**src/rtl/riscv_regfile_sb.sv**
```systemverilog
// Integer register file with per-register busy scoreboard for RAW stalls.
// Define RF_BYPASS_EN to forward same-cycle writeback data to the read ports.
package riscv_regfile_sb_pkg;
  typedef enum logic {
    RF_READ  = 1'b0,
    RF_WRITE = 1'b1
  } rf_wen_e;
endpackage

module riscv_regfile_sb
  import riscv_regfile_sb_pkg::*;
#(
  parameter int WORD_LENGTH    = 32,
  parameter int ADDR_LENGTH    = 5,
  parameter int NUM_REGS       = 32,
  parameter int NUM_READ_PORTS = 2,
  localparam int CW            = $clog2(NUM_REGS + 1)
) (
  input  logic                                      clk,
  input  logic                                      rst,
  input  rf_wen_e                                   write_en,
  input  logic [ADDR_LENGTH-1:0]                    write_addr,
  input  logic [WORD_LENGTH-1:0]                    write_data,
  input  logic                                      rsv_en,
  input  logic [ADDR_LENGTH-1:0]                    rsv_addr,
  input  logic [NUM_READ_PORTS-1:0][ADDR_LENGTH-1:0] read_addr,
  output logic [NUM_READ_PORTS-1:0][WORD_LENGTH-1:0] read_data,
  output logic [NUM_READ_PORTS-1:0]                 read_busy,
  output logic [CW-1:0]                             busy_count,
  output logic                                      stray_wb
);

  localparam logic [ADDR_LENGTH:0] NREG = (ADDR_LENGTH + 1)'(NUM_REGS);

  logic [WORD_LENGTH-1:0] regs [NUM_REGS];
  logic [NUM_REGS-1:0]    busy;
  logic [NUM_REGS-1:0]    busy_nxt;
  logic [CW-1:0]          cnt_nxt;
  logic                   wr_ok;
  logic                   rsv_ok;

  function automatic logic addr_ok(input logic [ADDR_LENGTH-1:0] a);
    return (a != '0) && ({1'b0, a} < NREG);
  endfunction

  assign wr_ok  = (write_en == RF_WRITE) && addr_ok(write_addr);
  assign rsv_ok = rsv_en && addr_ok(rsv_addr);

  // Reserve is applied after the clear so the newer producer keeps the bit.
  always_comb begin
    busy_nxt = busy;
    if (wr_ok)
      busy_nxt[write_addr] = 1'b0;
    if (rsv_ok)
      busy_nxt[rsv_addr] = 1'b1;
  end

  always_comb begin
    cnt_nxt = '0;
    for (int i = 0; i < NUM_REGS; i++)
      cnt_nxt = cnt_nxt + CW'(busy_nxt[i]);
  end

  always_ff @(posedge clk) begin
    if (rst) begin
      for (int i = 0; i < NUM_REGS; i++)
        regs[i] <= '0;
      busy       <= '0;
      busy_count <= '0;
      stray_wb   <= 1'b0;
    end else begin
      if (wr_ok) begin
        regs[write_addr] <= write_data;
        if (!busy[write_addr])
          stray_wb <= 1'b1;
      end
      busy       <= busy_nxt;
      busy_count <= cnt_nxt;
    end
  end

  always_comb begin
    for (int i = 0; i < NUM_READ_PORTS; i++) begin
      read_data[i] = '0;
      read_busy[i] = 1'b0;
      if (addr_ok(read_addr[i])) begin
        read_data[i] = regs[read_addr[i]];
        read_busy[i] = busy[read_addr[i]];
      end
`ifdef RF_BYPASS_EN
      if (wr_ok && (read_addr[i] == write_addr)) begin
        read_data[i] = write_data;
        read_busy[i] = 1'b0;
      end
`endif
    end
  end

endmodule
```
**config.mk**
```make
export PLATFORM = sky130hd
export DESIGN_NAME = riscv_regfile_sb
export DESIGN_NICKNAME = d
export VERILOG_FILES = /design/src/rtl/riscv_regfile_sb.sv
export SDC_FILE = /design/constraint.sdc
export NUM_CORES = 2
export LEC_CHECK = 0
export CAP_MARGIN = 20
export CORE_MARGIN = 2
export CORE_UTILIZATION = 50
export DETAILED_ROUTE_END_ITERATION = 8
export PLACE_DENSITY = 0.62
export SYNTH_ARGS = -nofsm -noshare
export SYNTH_HDL_FRONTEND = slang
export SYNTH_SLANG_ARGS = --single-unit
```
**constraint.sdc**
```tcl
create_clock -name clk -period 11.9 [get_ports clk]
set_clock_uncertainty 0.05 [all_clocks]
set_input_delay 3.57 -clock clk [delete_from_list [all_inputs] [get_ports clk]]
set_output_delay 3.57 -clock clk [all_outputs]
set_load 0.1 [all_outputs]
```
==> flow_summary.ini <==
[outcome]
status = completed

[worst_setup_path]
criticalPathCategory = input pin to primary output
critPathRequiredTime_ns = 8.28
crit_start = read_addr[3]
regToRegStartpoint = busy[23]$_SDFF_PP0_
worstSetupEndpoint = read_data[3]
reg2reg_depth = 16
crit_fanout = 19
end_kind = primary output
rr_endpoint = busy_count[4]$_SDFF_PP0_
start_kind = input pin
reg2reg_slack_ns = 6.70
worstPathArrival_ns = 7.04

[timing]
relSlewSlack_pct = 21.5
finalCritPeriodShare_pct = 89.6
rsz0062_at_grt = no
finalSetupViolations = 0
fmaxAchievable_ghz = 0.0938
tightest_slew_ns = 1.17
finalHoldViolations = 0
hold_ws_ns = 0.459
drv_slew = 0
finalSetupTns_ns = 0
fin_crit_ns = 10.66

[yosys]
synth_ff_type = edfxtp_1
syn_area_per_cell_um2 = 15.3
synth_edf_count = 1024
ys_ff_latch = 1063
syn_inst = 3713
netlist_area_um2 = 56900
yosysSeqAreaShare_pct = 55.4
yosys_warnings = 0
synthDistinctLibCells = 44
async_flop_share_pct = 0

[clocking]
htreeDepth = 3
cts_max_path_buffers = 3
cts_buffers = 116
hold_buffers = 0
cts_tree = done
clk_latency_ns = 0.72
ctsResizeCount = 0
clkTransAtPathRegs_ns = 0.06
post-cts-setup-buffers = 0
cts_sinks = 1063
cts-root-buf = clkbuf_16

[pwr]
total_power_w = 0.00949
p_leak_nw = 22.1
ir_drop_mv = 0.119
p_per_area_nw_per_um2 = 149

[routing]
final_antenna_net_count = 0
dr.first_iter.drc_count = 5164
wl_met1_mm = 72.5
wl_met3_mm = 23.0
wl_per_cell_um = 36.4
avgViaCountPerCell = 6.86
top_layer = met5
firstDrtPassIters = 5
num_vias = 36500
wl_met2_mm = 90.5
drc = 0
drt_wl_total_mm = 194

[placed_design]
hpwl_mm = 115
routabilityCongestion = 0.944
portBuffers = 128

[job]
max_cap_violations = 0

[floorplan]
std_cell_rows = 123
die-width_um = 341
dieArea_um2 = 117000
start_util_pct = 50.5
die_h_um = 341
ios = 129
core_um2 = 113000

[global_route]
first_global_vias = 37600
grt_usage_pct = 33.4
grt_start_max_net_pins = 83
grt_pass1_wl_mm = 274
grt-ovfl-total = 0
antenna_found_initial = 12

[layout]
area_growth_pct = 11.5
final_layout_size_suffix_gt1_share_pct = 25.7
n_fill_cell = 8805
nets = 3808
multi_input_area_um2 = 23700
seq_area_um2 = 31500

[min_path]
hold_path.class = flip-flop to flip-flop
where the power goes:
part	switching, W	internal [W]	total, W
clock network	0.00154	0.00210	0.00364
logic	0.000953	0.000492	0.00144
registers	0.000101	0.00431	0.00441
metrics by stage:
step,instance area [um^2],setup slack [ns],cells,utilization [%]
floorplan,57100,2.00,3744,-
global placement,59400,1.47,5089,52.7
detailed placement,59500,1.42,5091,52.7
CTS,63200,1.39,5305,56.1
global route,63500,1.24,5317,56.3
finish,63500,1.24,5321,56.3
cells in the final DEF (no fill, tap or decap), types with 24 or more instances in the layout:
cell / instances
o22ai_1: 68
buf_4: 175
mux4_2: 531
mux2i_1: 76
a22oi_1: 145
conb_1: 32
a31oi_1: 66
inv_1: 27
clkbuf_16: 118
nor2_1: 31
clkinv_1: 25
edfxtp_1: 1024
nand2_1: 43
clkdlybuf4s50_1: 53
fa_1: 24
nor2_2: 25
a211o_1: 66
dfxtp_1: 39
and2_1: 994
state kept, by name, indices dropped and copies added (netlist names):
register / flops
busy: 32
busy_count: 6
regs: 1024
stray_wb: 1
metal layers:
metal  GRT usage, %  vias to the layer above
met5              0                        -
met4           13.0                        6
met3           8.91                      467
met2           52.2                     2402
met1           44.9                    19200
li1               -                    14400
synthesized netlist by cell type (all sizes together) (2+ instances only):
library cell,n,share of area (%)
edfxtp,1024,54
and2,996,11
mux4,531,21
clkbuf,281,1.9
a22oi,145,1.9
buf,122,1.6
mux2i,76,1.3
o22ai,68,0.75
a211o,66,1.0
a31oi,66,0.73
nor2,58,0.39
nand2,43,0.28
dfxtp,39,1.4
nand2b,34,0.37
nor2b,29,0.32
inv,27,0.18
fa,24,0.84
a22o,16,0.25
nor3,13,0.11
ha,7,0.15
a21oi,6,0.053
nand3,5,0.044
nor3b,4,0.053
or2,4,0.044
and3,3,0.033
and3b,3,0.046
nand3b,3,0.040
nor4b,3,0.079
or3,3,0.033
a21o,2,0.026
a32oi,2,0.031
xor2,2,0.031
area by class of cell:
class	instances	share of cell area, %
clock inverter	74	1.23
multi-input combinational	2251	37.4
inverter	27	0.160
sequential	1063	49.7
timing repair buffer	262	3.89
clock buffer	140	4.73
tap	1500	2.96
antenna	4	0.0158
cell families after synthesis:
logic type,after synthesis,share of synthesized area [%]
and+or+nand+nor,1203,12.8
buffers and inverters,430,3.62
DFF,1063,55.4
xor gates and xnor gates,2,0.0308
muxes,607,22.3
AOI/OAI and AO/OA,376,4.82
adders and majority gates,31,0.997
other,1,0.00659
critical path: stages:
cell	delay, ns
clkdlybuf4s50_1	0.73
nor2_2	0.30
nor4b_4	0.98
buf_4	0.53
a211o_1	0.34
a31oi_1	0.22
buf_4	0.37
worst min path at each step:
stage                     startpoint                    end  slack, ns  cells after the start
3_5_place_dp   stray_wb$_SDFFE_PP0P_  stray_wb$_SDFFE_PP0P_       0.44                      2
6_report       stray_wb$_SDFFE_PP0P_  stray_wb$_SDFFE_PP0P_       0.46                      2
2_1_floorplan     busy[0]$_SDFF_PP0_     busy[0]$_SDFF_PP0_       0.43                      1
5_1_grt        stray_wb$_SDFFE_PP0P_  stray_wb$_SDFFE_PP0P_       0.47                      2
3_3_place_gp   stray_wb$_SDFFE_PP0P_  stray_wb$_SDFFE_PP0P_       0.45                      2
4_1_cts        stray_wb$_SDFFE_PP0P_  stray_wb$_SDFFE_PP0P_       0.45                      2
No activity file was read; power rests on OpenSTA's default activity.
